==> config.mk <==
export PLATFORM = sky130hd
export DESIGN_NAME = clock_ratio_monitor
export DESIGN_NICKNAME = d
export VERILOG_FILES = /design/src/rtl/clock_ratio_monitor.sv
export SDC_FILE = /design/constraint.sdc
export NUM_CORES = 1
export LEC_CHECK = 0
export BUFFER_PORTS_ARGS = -buffer_cell sky130_fd_sc_hd__buf_4
export CAP_MARGIN = 20
export CORE_MARGIN = 2
export CORE_UTILIZATION = 43
export CTS_CLUSTER_SIZE = 24
export DETAILED_ROUTE_END_ITERATION = 8
export GPL_TIMING_DRIVEN = 0
export PLACE_DENSITY = 0.65
export SYNTH_ARGS = -nofsm -noshare
export SYNTH_HDL_FRONTEND = slang
export SYNTH_SLANG_ARGS = --single-unit
==> constraint.sdc <==
create_clock -name clock -period 2.1 [get_ports clock]
set_input_delay 0.21 -clock clock [delete_from_list [all_inputs] [get_ports clock]]
set_output_delay 0.21 -clock clock [all_outputs]
set_load 0.005 [all_outputs]
==> src/rtl/clock_ratio_monitor.sv <==
// Measures period and high time of a divided clock sampled in the reference domain,
// declares lock after LOCK_COUNT consecutive correct periods and counts violations.
module clock_ratio_monitor #(
    parameter int DIVIDE_LOG2 = 2,
    parameter int CNT_W       = 8,
    parameter int LOCK_COUNT  = 4,
    parameter int ERR_W       = 16
) (
    input  logic             clock,
    input  logic             reset,
    input  logic             io_clk_in,
    input  logic             io_enable,
    output logic [CNT_W-1:0] io_period,
    output logic [CNT_W-1:0] io_high_cycles,
    output logic             io_period_valid,
    output logic             io_locked,
    output logic             io_error,
    output logic [ERR_W-1:0] io_error_count
);

    localparam logic [CNT_W-1:0] CNT_MAX   = '1;
    localparam logic [CNT_W-1:0] EXP_PER   = CNT_W'(1 << DIVIDE_LOG2);
    localparam logic [CNT_W-1:0] EXP_HI    = CNT_W'(1 << (DIVIDE_LOG2 - 1));
    localparam logic [3:0]       LOCK_LAST = 4'(LOCK_COUNT - 1);

    typedef enum logic [1:0] {IDLE, ARM, MEASURE, LOCKED} state_t;

    state_t           state;
    logic             s1;
    logic             s2;
    logic [CNT_W-1:0] per_cnt;
    logic [CNT_W-1:0] hi_cnt;
    logic [3:0]       good_cnt;
    logic             rise;
    logic             good;

    function automatic logic [CNT_W-1:0] sat_inc_cnt(input logic [CNT_W-1:0] v);
        return (v == CNT_MAX) ? v : v + CNT_W'(1);
    endfunction

    function automatic logic [ERR_W-1:0] sat_inc_err(input logic [ERR_W-1:0] v);
        return (v == '1) ? v : v + ERR_W'(1);
    endfunction

    // The divided clock is generated from `clock`, so two plain flops suffice for edge detection.
    assign rise = s1 & ~s2;
    assign good = (per_cnt == EXP_PER) && (hi_cnt == EXP_HI);

    always_ff @(posedge clock) begin
        if (reset) begin
            s1              <= 1'b0;
            s2              <= 1'b0;
            state           <= IDLE;
            good_cnt        <= '0;
            io_period       <= '0;
            io_high_cycles  <= '0;
            io_period_valid <= 1'b0;
            io_locked       <= 1'b0;
            io_error        <= 1'b0;
            io_error_count  <= '0;
        end else begin
            s1              <= io_clk_in;
            s2              <= s1;
            io_period_valid <= 1'b0;
            io_error        <= 1'b0;
            if (!io_enable) begin
                // Partial measurement is dropped silently; the error count is held.
                state     <= IDLE;
                per_cnt   <= '0;
                hi_cnt    <= '0;
                good_cnt  <= '0;
                io_locked <= 1'b0;
            end else begin
                if (state == IDLE) begin
                    per_cnt <= '0;
                    hi_cnt  <= '0;
                end else if (rise) begin
                    per_cnt <= CNT_W'(1);
                    hi_cnt  <= {{(CNT_W-1){1'b0}}, s1};
                end else begin
                    per_cnt <= sat_inc_cnt(per_cnt);
                    if (s1) hi_cnt <= sat_inc_cnt(hi_cnt);
                end

                case (state)
                    IDLE: state <= ARM;
                    ARM:  if (rise) state <= MEASURE;
                    MEASURE, LOCKED: begin
                        // A rise outranks saturation, so a coincident pair counts one error.
                        if (rise) begin
                            io_period       <= per_cnt;
                            io_high_cycles  <= hi_cnt;
                            io_period_valid <= 1'b1;
                            if (good) begin
                                if (state == MEASURE) begin
                                    good_cnt <= good_cnt + 4'd1;
                                    if (good_cnt == LOCK_LAST) begin
                                        state     <= LOCKED;
                                        io_locked <= 1'b1;
                                    end
                                end
                            end else begin
                                io_error       <= 1'b1;
                                io_error_count <= sat_inc_err(io_error_count);
                                good_cnt       <= '0;
                                state          <= MEASURE;
                                io_locked      <= 1'b0;
                            end
                        end else if (per_cnt == CNT_MAX) begin
                            io_error       <= 1'b1;
                            io_error_count <= sat_inc_err(io_error_count);
                            good_cnt       <= '0;
                            state          <= ARM;
                            io_locked      <= 1'b0;
                        end
                    end
                    default: state <= IDLE;
                endcase
            end
        end
    end

endmodule

== Yosys cells after proc, flatten, opt, wreduce, memory -nomap -nowiden ==
Cells that the tools add are included.
Widths: inputs -> output; s select.

* Register bits: 59
* Bits of input ports: 4

* Reductions and logical operators: 15
* Eq/ne operators: 19
* Bitwise operators: 5
* Add/sub/neg operators: 4
* Mux-type cells: 29

{| class="wikitable"
|+ Operators with widths
! cell !! count
|-
| $mux 16 || 4
|-
| $mux 8 || 3
|-
| $add 16x1->16 const B || 1
|-
| $add 8x1->8 const B || 2
|-
| $eq 16x16->1 const B || 1
|-
| $eq 8x8->1 const B || 2
|-
| $mux 4 || 4
|-
| $ne 4x4->1 const B || 4
|-
| $mux 2 || 6
|-
| $reduce_and 4->1 || 3
|-
| $mux 1 || 11
|-
| $reduce_and 3->1 || 3
|-
| $eq 8x2->1 const B || 1
|-
| $eq 8x3->1 const B || 1
|-
| $ne 3x2->1 const B || 2
|-
| $pmux 2 s3 || 1
|-
| $reduce_or 2->1 || 3
|-
| $reduce_or 3->1 || 2
|-
| $add 4x1->4 const B || 1
|-
| $eq 2x2->1 const B || 2
|-
| $eq 4x2->1 const B || 1
|-
| $ne 2x2->1 const B || 2
|-
| $ne 4x1->1 const B || 1
|-
| $not 1->1 || 4
|-
| 7 further kinds || 7
|}

== Logic depth before layout (Yosys ltp) ==
* Depth after elaboration: 6
* Gate-level depth with buffers: 9

== Least setup slack after synthesis ==
No wires, ideal clock.

* Kind: reg-to-reg
* Start point: register hi_cnt[0]
* End point: register good_cnt[3]
* Cell stages (with the launch flop): 8
* Clock period less this slack: 1.949 ns
* Slack: 0.151 ns
* Arrival: 1.879 ns
* Required time: 2.030 ns
* Path through: edfxtp_1 -> inv_1 -> ha_1 -> nor4bb_1 -> nand4_1 -> or2_1 -> or3b_1 -> a21oi_1

* Cells in the longest elaborated chain, start to end: 4
* Elaborated cells on any way between the ends: 6

{| class="wikitable"
|+ RTL lines
! element !! RTL line !! RTL
|-
| start: declaration || 32 || <nowiki>logic [CNT_W-1:0] hi_cnt;</nowiki>
|-
| start signal: assignment || 79 || <nowiki>hi_cnt <= {{(CNT_W-1){1'b0}}, s1};</nowiki>
|-
| start signal: assignment || 82 || <nowiki>if (s1) hi_cnt <= sat_inc_cnt(hi_cnt);</nowiki>
|-
| $eq 8x2->1 (*) || 47 || <nowiki>assign good = (per_cnt == EXP_PER) && (hi_cnt == EXP_HI);</nowiki>
|-
| $logic_and 1x1->1 (*) || 47 ||
|-
| $ne 3x2->1 (no line) or $mux 4 (tied branches) || - ||
|-
| $reduce_and 3->1 (no line) or $mux 4 (tied branches) || - ||
|-
| end signal: assignment || 96 || <nowiki>good_cnt <= good_cnt + 4'd1;</nowiki>
|-
| end: declaration || 33 || <nowiki>logic [3:0] good_cnt;</nowiki>
|}

Mark *: on every way between the ends. The rest lies on a longest branch, timed or not.
A chain may end at the register's enable or synchronous reset.

== Worst setup path in the final report ==
* Start point: register per_cnt[0]
* End point: register good_cnt[2]

* Cells in the longest elaborated chain, start to end: 4
* Elaborated cells on any way between the ends: 8

{| class="wikitable"
|+ RTL lines
! element !! RTL line !! RTL
|-
| start: declaration || 31 || <nowiki>logic [CNT_W-1:0] per_cnt;</nowiki>
|-
| start signal: assignment || 81 || <nowiki>per_cnt <= sat_inc_cnt(per_cnt);</nowiki>
|-
| $eq 8x3->1 || 47 ||
|-
| $logic_and 1x1->1 || 47 ||
|-
| $ne 3x2->1 (no line) or $mux 4 (tied branches) || - ||
|-
| $reduce_and 3->1 (no line) or $mux 4 (tied branches) || - ||
|}

Parallel ways exist; a longest one is shown, timed or not.

==> results by group <==
Outcome
  • Status: completed

Worst setup path
  • CP arrival: 2.34 ns
  • Critical Path End Type: flop
  • Setup CP Type: reg -> reg
  • Critical path fanouts, max: 5
  • CP max stage delay: between 0.4 and 0.5 ns
  • Crit-path cells: inv_1 -> ha_1 -> nor4bb_4 -> nand4_1 -> or2_4 -> or3_4 -> a21oi_2
  • Worst path slowest cell: edfxtp_1
  • WP data required: 2.37 ns
  • Kind of cell adding the most delay to the critical path: simple AND/OR/NAND/NOR gates
  • Worst path buffer plus inverter count: 1
  • CP startpoint kind: flop

Power
  • Power Dens Cells: roughly 700 mW/mm²
  • Final Power: between 2 and 3 mW
  • P_leak: 1.27 nW
  • Worst vdd ir: slightly below 0.5 mV

Timing
  • Min Clock Period, post-route: just over 2 ns
  • Setup TNS: 0 ns
  • Slew headroom: slightly below 60%
  • Max-slew violation count: 0
  • Post-Route Skew: a little over 0.008 ns
  • RSZ-0062 raised after global routing: true
  • Final hold vios: 0
  • Endpoints failing setup: 0
  • Worst hold margin: 0.106 ns
  • Fmax: ~480 MHz
  • Fin crit share: between 90% and 100%
  • Worst Tran Pin Value: roughly 0.63 ns
  • Final worst slack: ~0.028 ns

Routing
  • DRT Pass-1 Iters: 4
  • Vias: ~2,500
  • Final WL: 6880 µm
  • Post-route antenna net violation count: 0
  • Remaining DRCs: 0
  • DRT iter0 DRCs: 148
  • Vias per cell: ~5.5
  • Per-cell routed wire length: approximately 15 µm

Synthesis
  • Post-synthesis async set-or-reset flop share: 0%
  • Most numerous cell in the Yosys netlist: nand2_1
  • Top FF cell, synth: dfxtp_1
  • Top-area cell type share of the netlist area: a little under a third
  • Cell Area, Synth: 0.00278 mm²
  • Seq/Total Area, Yosys: 48.3%
  • #FFs+latches synth: between 50 and 60
  • Synth cell count leaders: nand2_1, a21oi_1, dfxtp_1, nor2_1, edfxtp_1
  • Netlist cell types: 46
  • Number of synthesized flops with an enable pin: 16
  • Synth area leaders: dfxtp_1, edfxtp_1, a21oi_1
  • Synth warn: 0
  • Leading area contributor after synthesis: dfxtp_1
  • Gate Count Post-Synth: just over 300
  • Post-Syn Area per Cell: 9.02 µm²
  • Syn Nets: 318

Placed design
  • I/O Buffers: 37
  • DP HPWL: between 4000 and 5000 µm
  • Placer congestion estimate: approximately 0.83
  • Dpl ws: -0.317 ns

Global routing
  • GRT Residual Overflow: 0
  • Vias in the first global route: approximately 2,200
  • First-pass GRT wire length: between 10,000 and 15,000 µm
  • Tot GR Track Use: about a fifth
  • Initial antenna violation count: 0
  • Pin count of the biggest net entering global routing: 11

Floorplanning
  • Die Wd: roughly 84 µm
  • Core Footprint: 0.00631 mm²
  • Num ports: 39
  • Die Span Y: 84.4 µm
  • Row cnt: 29
  • Initial Util: a little over two fifths
  • Die ar.: about 0.0071 mm²

Run
  • Max-cap violations: 0

Clock tree
  • CTS H-Tree Depth: 3
  • Clock Tree Buf Depth: 2
  • Clk root buf: clkbuf_8
  • Total CTS buffers: 9
  • CTS clk-pin slew, worst paths: around 0.070 ns
  • Number of hold buffers added after cts: 0
  • CTS tree: done
  • Clk_lat worst skew: 0.34 ns
  • Num Clock Sinks: 59

Layout
  • Multi-input logic area: approximately 0.0014 mm²
  • Share of layout cells above drive strength 1: about a quarter
  • Antenna cells: 0
  • Nets: around 380
  • # fillers: 613
  • Register area: 0.00134 mm²
  • Post-Route Utilization: 56.6%
  • Synth-to-layout area growth: 28.6%

Hold path
  • Hold Crit Class: in -> reg
-- report_power, final --
part           switching [mW]  internal (mW)  leakage, nW
clock network           0.466          0.763        0.120
logic                  0.0731         0.0505        0.643
registers              0.0310           1.19        0.512
total                   0.571           2.00         1.27
-- final cells by class --
cell class	instances	share of cell area, %
timing repair buffer	51	10.8
buffer	14	2.00
sequential	59	37.6
tap	77	2.70
clock buffer	11	4.55
inverter	10	1.05
clock inverter	5	2.03
multi-input combinational	226	39.3
-- worst paths after layout --
path / start / endpoint / slack (ns) / depth (start not counted)
setup / recovery: per_cnt[0] / good_cnt[2] / 0.03 / 7
setup reg to reg: per_cnt[0] / good_cnt[2] / 0.03 / 7
hold / removal: io_clk_in / s1 / 0.11 / 2
hold reg to reg: io_high_cycles[2] / io_high_cycles[2] / 0.46 / 2
-- state kept, by name, indices dropped and copies added, names as in the netlist --
signal           cells
io_error_count      16
hi_cnt               8
io_high_cycles       8
io_period            8
per_cnt              8
good_cnt             4
state                2
io_error             1
io_locked            1
io_period_valid      1
s1                   1
s2                   1
-- metrics by stage --
stage	area, µm²	cells
after floorplan	2780	308
after detailed placement	3150	422
after global placement	3150	422
final	3570	453
after CTS	3460	445
after global routing	3570	453
-- layout by cell type (no fill, tap or decap), types with 5 or more instances in the layout --
| master | synthesis | routed |
|---|---|---|
| a21oi_1 | 43 | 41 |
| buf_4 | 1 | 49 |
| clkbuf_1 | 12 | 9 |
| clkbuf_8 | 0 | 10 |
| dfxtp_1 | 43 | 41 |
| edfxtp_1 | 16 | 16 |
| ha_1 | 6 | 5 |
| inv_1 | 10 | 9 |
| nand2_1 | 46 | 46 |
| nand3_1 | 15 | 14 |
| nand4_1 | 6 | 6 |
| nor2_1 | 22 | 20 |
| o21ai_0 | 8 | 7 |
| o31ai_1 | 11 | 11 |
| or3_1 | 9 | 8 |
| or4_1 | 10 | 10 |
| xor2_1 | 7 | 7 |
-- cells by family after synthesis --
kind of cell               share of synthesized area [%]
DFF                                                 48.3
adders and majority gates                           2.70
buffers and inverters                               3.65
xor gates and xnor gates                            3.15
AOI/OAI and AO/OA                                   15.5
and+or+nand+nor                                     26.8
-- repair_timing --
action,4_1_cts,5_1_grt
setup endpoints to repair,47,47
gates cloned,0,2
pin swaps,2,9
gates resized for setup,5,19
setup buffers,7,6
-- metal layers --
metal	up-vias	wire, µm	GRT usage (%)
met5	-	0	0
met1	1198	3350	25.9
met4	0	111	7.79
li1	1245	-	-
met2	62	3080	28.9
met3	8	347	4.42
Note: power is estimated with default switching activity, not from simulation.
